==> src/rtl/mem_interconnect_n_pkg.sv <==
// Shared types and widths for the core-to-memory interconnect.
package mem_interconnect_n_pkg;
  localparam int NUM_OF_CORES = 4;
  localparam int CORE_ID_W    = 8;
  localparam int LEN_W        = 4;
  localparam int ADDR_W       = 32;
  localparam int DATA_W       = 32;

  typedef struct packed {
    logic                 vld;
    logic [CORE_ID_W-1:0] core_id;
    logic [LEN_W-1:0]     access_length;
    logic [ADDR_W-1:0]    addr;
    logic [DATA_W-1:0]    data;
  } request_t;
endpackage

==> src/rtl/wrr_credit_arbiter.sv <==
// Credit-based weighted round-robin arbiter: the winner keeps the grant for
// max(weight,1) consecutive wins while it stays eligible.
module wrr_credit_arbiter #(
  parameter int N  = 4,
  parameter int W  = 4,
  parameter int IW = (N > 1) ? $clog2(N) : 1
) (
  input  logic                clk,
  input  logic                reset,
  input  logic [N-1:0]        eligible,
  input  logic [N-1:0][W-1:0] weight,
  input  logic                advance,
  output logic [N-1:0]        grant,
  output logic [IW-1:0]       gnt_idx,
  output logic                gnt_vld
);
  logic [IW-1:0] ptr, owner;
  logic [W-1:0]  credit;   // wins left for owner after the current one
  logic          cont;
  int            cand;

  assign cont = (credit != '0) && eligible[owner];

  always_comb begin
    gnt_vld = 1'b0;
    gnt_idx = '0;
    cand    = 0;
    if (advance) begin
      if (cont) begin
        gnt_vld = 1'b1;
        gnt_idx = owner;
      end else begin
        for (int k = 0; k < N; k++) begin
          cand = int'(ptr) + k;
          if (cand >= N) cand = cand - N;
          if (!gnt_vld && eligible[cand]) begin
            gnt_vld = 1'b1;
            gnt_idx = IW'(cand);
          end
        end
      end
    end
  end

  always_comb begin
    grant = '0;
    if (gnt_vld) grant[gnt_idx] = 1'b1;
  end

  // ptr is parked at owner+1 on every new grant, so exhausting credit or
  // losing eligibility both resume the search just after the owner.
  always_ff @(posedge clk) begin
    if (reset) begin
      ptr    <= '0;
      owner  <= '0;
      credit <= '0;
    end else if (advance) begin
      if (cont) begin
        credit <= credit - W'(1);
      end else if (gnt_vld) begin
        owner  <= gnt_idx;
        ptr    <= (gnt_idx == IW'(N-1)) ? '0 : gnt_idx + IW'(1);
        credit <= (weight[gnt_idx] == '0) ? '0 : weight[gnt_idx] - W'(1);
      end else begin
        credit <= '0;
      end
    end
  end
endmodule

==> src/rtl/mem_interconnect_n.sv <==
// NUM_CORES-to-one memory interconnect: WRR arbitration, registered mem_req,
// per-core outstanding limit and registered response demux.
module mem_interconnect_n
  import mem_interconnect_n_pkg::*;
#(
  parameter int NUM_CORES       = NUM_OF_CORES,
  parameter int MAX_OUTSTANDING = 8,
  parameter int ID_W            = (NUM_CORES > 1) ? $clog2(NUM_CORES) : 1,
  localparam int OW             = $clog2(MAX_OUTSTANDING + 1)
) (
  input  logic                            clk,
  input  logic                            reset,
  input  request_t [NUM_CORES-1:0]        core_req,
  output logic [NUM_CORES-1:0]            core_grant,
  output request_t [NUM_CORES-1:0]        core_rsp,
  output request_t                        mem_req,
  input  logic                            mem_ready,
  input  request_t                        mem_rsp,
  output logic [NUM_CORES-1:0][OW-1:0]    outstanding,
  output logic                            rsp_err
);
  localparam logic [OW-1:0] MAX_CNT = OW'(MAX_OUTSTANDING);

  logic [NUM_CORES-1:0]            eligible, rsp_hit, dec_ok, zero_err;
  logic [NUM_CORES-1:0][LEN_W-1:0] weight;
  logic [ID_W-1:0]                 gnt_idx;
  logic                            gnt_vld, advance, rsp_in_range;

  // Grants are suppressed while in reset so core_grant reads 0 too.
  assign advance      = (!mem_req.vld || mem_ready) && !reset;
  assign rsp_in_range = mem_rsp.core_id < CORE_ID_W'(NUM_CORES);

  always_comb begin
    eligible = '0;
    weight   = '0;
    rsp_hit  = '0;
    dec_ok   = '0;
    zero_err = '0;
    for (int i = 0; i < NUM_CORES; i++) begin
      eligible[i] = core_req[i].vld && (outstanding[i] < MAX_CNT);
      weight[i]   = core_req[i].access_length;
      rsp_hit[i]  = mem_rsp.vld && (mem_rsp.core_id == CORE_ID_W'(i));
      dec_ok[i]   = rsp_hit[i] && (outstanding[i] != '0);
      zero_err[i] = rsp_hit[i] && (outstanding[i] == '0);
    end
  end

  wrr_credit_arbiter #(.N(NUM_CORES), .W(LEN_W), .IW(ID_W)) u_arb (
    .clk      (clk),
    .reset    (reset),
    .eligible (eligible),
    .weight   (weight),
    .advance  (advance),
    .grant    (core_grant),
    .gnt_idx  (gnt_idx),
    .gnt_vld  (gnt_vld)
  );

  always_ff @(posedge clk) begin
    if (reset) begin
      mem_req <= '0;
    end else if (gnt_vld) begin
      mem_req         <= core_req[gnt_idx];
      mem_req.core_id <= CORE_ID_W'(gnt_idx);
    end else if (mem_ready) begin
      mem_req <= '0;
    end
  end

  always_ff @(posedge clk) begin
    if (reset) begin
      outstanding <= '0;
      core_rsp    <= '0;
      rsp_err     <= 1'b0;
    end else begin
      for (int i = 0; i < NUM_CORES; i++) begin
        core_rsp[i] <= rsp_hit[i] ? mem_rsp : '0;
        if (core_grant[i] && !dec_ok[i])
          outstanding[i] <= outstanding[i] + OW'(1);
        else if (!core_grant[i] && dec_ok[i])
          outstanding[i] <= outstanding[i] - OW'(1);
      end
      if ((mem_rsp.vld && !rsp_in_range) || (|zero_err)) rsp_err <= 1'b1;
    end
  end
endmodule

==> config.mk <==
export PLATFORM = sky130hd
export DESIGN_NAME = mem_interconnect_n
export DESIGN_NICKNAME = d
export VERILOG_FILES = /design/src/rtl/mem_interconnect_n_pkg.sv /design/src/rtl/wrr_credit_arbiter.sv /design/src/rtl/mem_interconnect_n.sv
export SDC_FILE = /design/constraint.sdc
export NUM_CORES = 1
export LEC_CHECK = 0
export ABC_AREA = 1
export BUFFER_PORTS_ARGS = -buffer_cell sky130_fd_sc_hd__buf_2
export CORE_AREA = 4 4 311 313
export DETAILED_ROUTE_END_ITERATION = 10
export DIE_AREA = 0 0 315 317
export HOLD_SLACK_MARGIN = 0.03
export PLACE_DENSITY = 0.45
export SLEW_MARGIN = 20
export SYNTH_ARGS = -nofsm -noshare
export SYNTH_HDL_FRONTEND = slang
export SYNTH_HIERARCHICAL = 1
export SYNTH_SLANG_ARGS = --single-unit
==> constraint.sdc <==
create_clock -name clk -period 6.9 [get_ports clk]
set_input_delay 0.69 -clock clk [delete_from_list [all_inputs] [get_ports clk]]
set_output_delay 0.69 -clock clk [all_outputs]
set_load 0.02 [all_outputs]
**Word-level counts from Yosys, hierarchy flattened**

Cells that the tools add are included.

- Logic and storage cells: 210
- Output and inout port bits: 406
- Bits in latches: 0
- Input port bits: 388
- Memory bits (read-only): 0
- Memories kept: 0
- Memory bits (writable): 0
- Flip-flop bits (word level): 404

- Reductions and logical operators: 69
- $mul: 0
- Bitwise logic cells: 5
- Order comparisons: 16
- Divide/modulo/power cells: 0
- Shift-type cells: 0
- $add $sub $neg: 18
- Mux-type cells: 65
- Eq/ne operators: 4

Operators by type and width:

| kind | number |
|---|---|
| $mux 32 | 12 |
| $mux 77 | 3 |
| $bmux 77 s2 | 1 |
| $lt 32x4->1 const B | 4 |
| $ge 32x4->1 const B | 3 |
| $sub 32x4->32 const B | 3 |
| $mux 4 | 13 |
| $logic_and 1x1->1 | 31 |
| $sub 4x1->4 const B | 6 |
| $mux 1 | 22 |
| $logic_not 4->1 | 5 |
| $reduce_bool 4->1 | 5 |
| $add 4x1->4 const B | 4 |
| $eq 8x2->1 const B | 2 |
| $lt 4x4->1 const B | 4 |
| $logic_not 1->1 | 14 |
| $mux 2 | 7 |
| $bmux 1 s2 | 5 |
| $reduce_bool 2->1 | 5 |
| $bmux 4 s2 | 1 |
| $eq 8x1->1 const B | 1 |
| $logic_not 8->1 | 1 |
| $lt 8x3->1 const B | 1 |
| $reduce_or 2->1 | 4 |
| other kinds (13) | 20 |

**Depth between registers and ports, before layout**

- Depth after elaboration: 37
- Mapped depth: 24
- Mapped depth without buffers: 24

**Modules after synthesis**

The synthesis kept the hierarchy.

By module, submodules not included:

| module | seq. area each (um^2) | area each (um^2) | cells an instance | times used |
|---|---|---|---|---|
| mem_interconnect_n | 7927.6 | 13422.9 | 1581 | 1 |
| wrr_credit_arbiter | 160.2 | 1142.3 | 186 | 1 |

**Worst setup path after synthesis**

OpenSTA, ideal clock, no wires.

- Path type: input -> register
- Start point: input port reset
- End point: register outstanding[11] (netlist bit)
- Setup time: 0.071 ns
- Arrival: 3.635 ns
- Cell stages on the path: 17
- Path slack: 3.195 ns
- Required time: 6.829 ns
- Path through: buf_2 clkbuf_1 a21oi_1 buf_2 o21ai_0 a21oi_4 ha_1 inv_1 nor2_1 ha_1 inv_1 ha_1 or2_2 nand2_1 xnor2_1 nand2_1 a21oi_1

- Longest elaborated chain between the ends: 11
- Elaborated cells between the ends (all ways): 15
- Those cells by class: 2 x order compare; 6 x mux; 7 x reduce/logical

RTL lines:

| element | RTL line | RTL |
|---|---|---|
| start: declaration | mem_interconnect_n.sv:12 | `input logic reset,` |
| $logic_not 1->1 (*) | mem_interconnect_n.sv:30 | `assign advance = (!mem_req.vld \|\| mem_ready) && !reset;` |
| $logic_and 1x1->1 (*) | mem_interconnect_n.sv:30 |  |
| named net advance | mem_interconnect_n.sv:27 | `logic gnt_vld, advance, rsp_in_range;` |
| $mux 2 (*) | wrr_credit_arbiter.sv:28 | `if (advance) begin` |
| named net gnt_idx[1] | mem_interconnect_n.sv:26 | `logic [ID_W-1:0] gnt_idx;` |
| $lt 2x3->1 (not written as such) / $ge 2x1->1 (equally long branches) | wrr_credit_arbiter.sv:47 | `if (gnt_vld) grant[gnt_idx] = 1'b1;` |
| $logic_and 1x1->1 (not written as such) | wrr_credit_arbiter.sv:47 |  |
| $mux 1 (not written as such) | wrr_credit_arbiter.sv:47 |  |
| $demux 1 s2 (*) | - |  |
| $mux 4 (*) | wrr_credit_arbiter.sv:47 |  |
| named net core_grant[2] | mem_interconnect_n.sv:14 | `output logic [NUM_CORES-1:0] core_grant,` |
| $logic_not 1->1 | mem_interconnect_n.sv:80 | `else if (!core_grant[i] && dec_ok[i])` |
| $logic_and 1x1->1 | mem_interconnect_n.sv:80 |  |
| $reduce_bool 2->1 (no line) | - |  |
| end signal: indexed assignment | mem_interconnect_n.sv:79 | `outstanding[i] <= outstanding[i] + OW'(1);` |
| end signal: indexed assignment | mem_interconnect_n.sv:81 | `outstanding[i] <= outstanding[i] - OW'(1);` |
| end: declaration | mem_interconnect_n.sv:19 | `output logic [NUM_CORES-1:0][OW-1:0] outstanding,` |

The timed path passes the listed nets; every way through them passes the cells marked *.
A chain may end at the register's enable or synchronous reset.

**Final worst setup path**

- Start point: input port reset
- End point: output port core_grant[1]

- Longest elaborated chain between the ends: 8
- Elaborated cells between the ends (all ways): 10
- Those cells by class: 2 x order compare; 5 x mux; 3 x reduce/logical

RTL lines:

| element | RTL line |
|---|---|
| $logic_not 1->1 (*) | mem_interconnect_n.sv:30 |
| $logic_and 1x1->1 (*) | mem_interconnect_n.sv:30 |
| named net advance | mem_interconnect_n.sv:27 |
| $mux 2 (*) | wrr_credit_arbiter.sv:28 |
| named net gnt_idx[0] | mem_interconnect_n.sv:26 |
| $lt 2x3->1 (not written as such) / $ge 2x1->1 (equally long branches) | wrr_credit_arbiter.sv:47 |
| $logic_and 1x1->1 (not written as such) | wrr_credit_arbiter.sv:47 |
| $mux 1 (not written as such) | wrr_credit_arbiter.sv:47 |
| $demux 1 s2 (*) | - |
| $mux 4 (*) | wrr_credit_arbiter.sv:47 |
| end: declaration | mem_interconnect_n.sv:14 |

Marks and branches as above.

==> reports/metrics.csv <==
stage,metric,value,unit
sta,fin. max-slew vios,0,
layout,Area Growth Syn to Fin,45.68,%
layout,share of cells above drive strength 1,37.42,%
layout,"commonest non-fill, non-tap cell in the layout",buf_2,
grt,total gr overflow,0,
yosys,Synth Warn #,6,
grt,largest net degree at the start of global routing,90,
worst_setup_path,CP endpoint kind,output pin,
detailed_routing,Detailed Route WL,60260,µm
floorplan,Ports,794,
clock_tree,post_cts resized,0,
clock_tree,CTS tree,built,
yosys,Post-Syn Area,0.01457,mm²
floorplan,Core Rows,113,
worst_setup_path,worst r2r path cells,16,
layout,Nets,2919,
worst_setup_path,Worst R2R End,mem_req[7],
worst_setup_path,worst endpoint required time,6.21,ns
yosys,number of synthesized register bits,404,
layout,final instance area,0.02122,mm²
worst_setup_path,r2r setup slk,2.83,ns
placement,# port buffers,755,
yosys,synthesized instance count,1767,
clock_tree,postcts setup bufs,0,
run,Max Cap Viol,0,
power_and_ir_drop,Power Dens Cells,398.4,mW/mm²
yosys,sequential share of the synthesized area,55.53,%
worst_setup_path,RR Startpoint,outstanding[7],
floorplan,die area,0.09986,mm²
clock_tree,# H-tree levels,2,
detailed_routing,vias per std cell,3.686,
grt,antenna violations before repair,7,
placement,placed instance area,0.01959,mm²
floorplan,DIE WIDTH,315,µm
clock_tree,Worst-path clk slew,0.06,ns
sta,fmax,241.7,MHz
placement,DP Worst Slack,2.211,ns
layout,Finished Core Util,22.50,%
clock_tree,Root Buffer,clkbuf_16,
floorplan,core area,0.09430,mm²
power_and_ir_drop,Max VDD drop,0.0001915,V
worst_setup_path,end point of the critical path,core_grant[1],
clock_tree,Worst-Skew Late Latency,0.61,ns
worst_setup_path,Critical Path AT,3.45,ns
detailed_routing,remaining antenna violation count,0,
clock_tree,clk buf depth,3,
placement,Placer Congestion,0.8354,
sta,Layout Skew,0.05186,ns
sta,RSZ-0062 raised after global routing,false,
clock_tree,clock sink count,404,
worst_setup_path,Setup CP Type,in2out,
floorplan,initial core utilization,15.44,%
sta,Max-slew headroom,39.39,%
detailed_routing,Post-route DRC,0,
clock_tree,CTS Buf Count,47,
placement,DP HPWL,46430,µm
sta,Slew @ Worst Pin,0.9091,ns
sta,post-route worst setup slack,2.762,ns
grt,first-pass GRT wire length,85530,µm
sta,final setup vio count,0,
yosys,Netlist cell types,37,
sta,setup TNS,0,ns
detailed_routing,drt first-iter violations,610,
worst_setup_path,Crit. Startpoint,reset,
worst_setup_path,Startpoint Class,primary input,
sta,Hold Worst Slack,0.3389,ns
clock_tree,cts hold-fix bufs,0,
floorplan,Die H,317,µm
power_and_ir_drop,Pleak,10.64,nW
sta,Tmin final,4.138,ns
grt,GRT Util Overall,11.21,%
grt,number of global-route vias before repair,13730,
worst_hold_path,min-delay worst type,in2reg,
worst_hold_path,Hold Crit Start,mem_rsp[6],
detailed_routing,WL per Instance,15.81,µm
yosys,Avg Inst Size Synth,8.243,µm²
sta,fin crit share,59.97,%
layout,most frequent cells in the layout,"buf_2, nor2_1, dfxtp_1",
sta,Final Hold Fails,0,
detailed_routing,via count,14050,
worst_setup_path,crit path max fanout,56,
outcome,status,"finished, final reports clean",
detailed_routing,TritonRoute pass-1 iters,5,
Yosys cell counts, drive strengths merged:
| cell | number | area share (%) |
|---|---|---|
| clkbuf | 68 | 1.8 |
| inv | 142 | 3.7 |
| nor3 | 6 | 0.31 |
| nand3 | 35 | 1.3 |
| conb | 1 | 0.026 |
| nor2 | 457 | 13 |
| o21ai | 154 | 5.3 |
| dfxtp | 404 | 56 |
| a21oi | 95 | 3.4 |
| a211oi | 4 | 0.21 |
| o211ai | 1 | 0.052 |
| o21a | 1 | 0.052 |
| buf | 39 | 2.1 |
| o22ai | 68 | 2.9 |
| or2 | 10 | 0.43 |
| ha | 18 | 1.5 |
| xnor2 | 9 | 0.54 |
| xor2 | 6 | 0.36 |
| nand2 | 245 | 6.9 |
| fa | 4 | 0.55 |
worst min path at each step:
stage / end / slack, ns / depth (start not counted)
2_1_floorplan: u_arb/owner[0] / 0.49 / 2
3_3_place_gp: mem_req[68] / 0.45 / 2
3_5_place_dp: mem_req[31] / 0.45 / 2
4_1_cts: core_rsp[83] / 0.28 / 3
5_1_grt: core_rsp[91] / 0.31 / 3
6_report: core_rsp[83] / 0.34 / 3
cells by family after synthesis:
family	synth area share, %
DFF	55.53
xor gates and xnor gates	0.9020
and+or+nand+nor	21.92
AOI/OAI and AO/OA	11.94
other	0.02575
buffers and inverters	7.585
adders and majority gates	2.096
final cells by class:
| cell class | instances | area [µm²] |
|---|---|---|
| tap | 1265 | 1583 |
| clock inverter | 19 | 260.3 |
| clock buffer | 65 | 1364 |
| sequential | 404 | 8088 |
| antenna | 2 | 5.005 |
| fill | 10670 | 73090 |
| timing repair buffer | 767 | 3871 |
| inverter | 142 | 544.3 |
| multi-input combinational | 1147 | 5504 |
flip-flops by register name, summed over array words and instances, names as in the netlist:
| register | cells |
|---|---|
| rsp_err | 1 |
| u_arb/ptr | 2 |
| u_arb/credit | 4 |
| outstanding | 16 |
| mem_req | 71 |
| core_rsp | 308 |
| u_arb/owner | 2 |
worst max-delay path, cell delays in order:
cell,delay (ns)
buf_4,0.24
a21oi_1,0.69
nand2_4,0.22
nor2_8,0.21
nand2_4,0.18
inv_4,0.47
ha_1,0.24
inv_1,0.04
nor2_1,0.21
buf_2,0.25
layer usage:
metal | share of wire, % | track usage (%)
met4 | 3.6 | 4.361
met2 | 47 | 19.15
met1 | 40 | 13.05
met5 | 0 | 0
met3 | 8.8 | 3.617
metrics by stage:
stage / instances / power, mW
floorplan: 1800 / 4.980
global placement: 3725 / 6.006
detailed placement: 3725 / 5.996
CTS: 3809 / 8.626
global route: 3810 / 9.101
finish: 3811 / 8.453
where the power goes:
group / leakage, nW / switching [mW] / internal [mW]
Clock: 0.790 / 1.06 / 1.51
Sequential: 3.28 / 0.143 / 2.54
Combinational: 6.57 / 2.19 / 1.01
Total: 10.6 / 3.39 / 5.06
No activity file was read; power rests on OpenSTA's default activity.
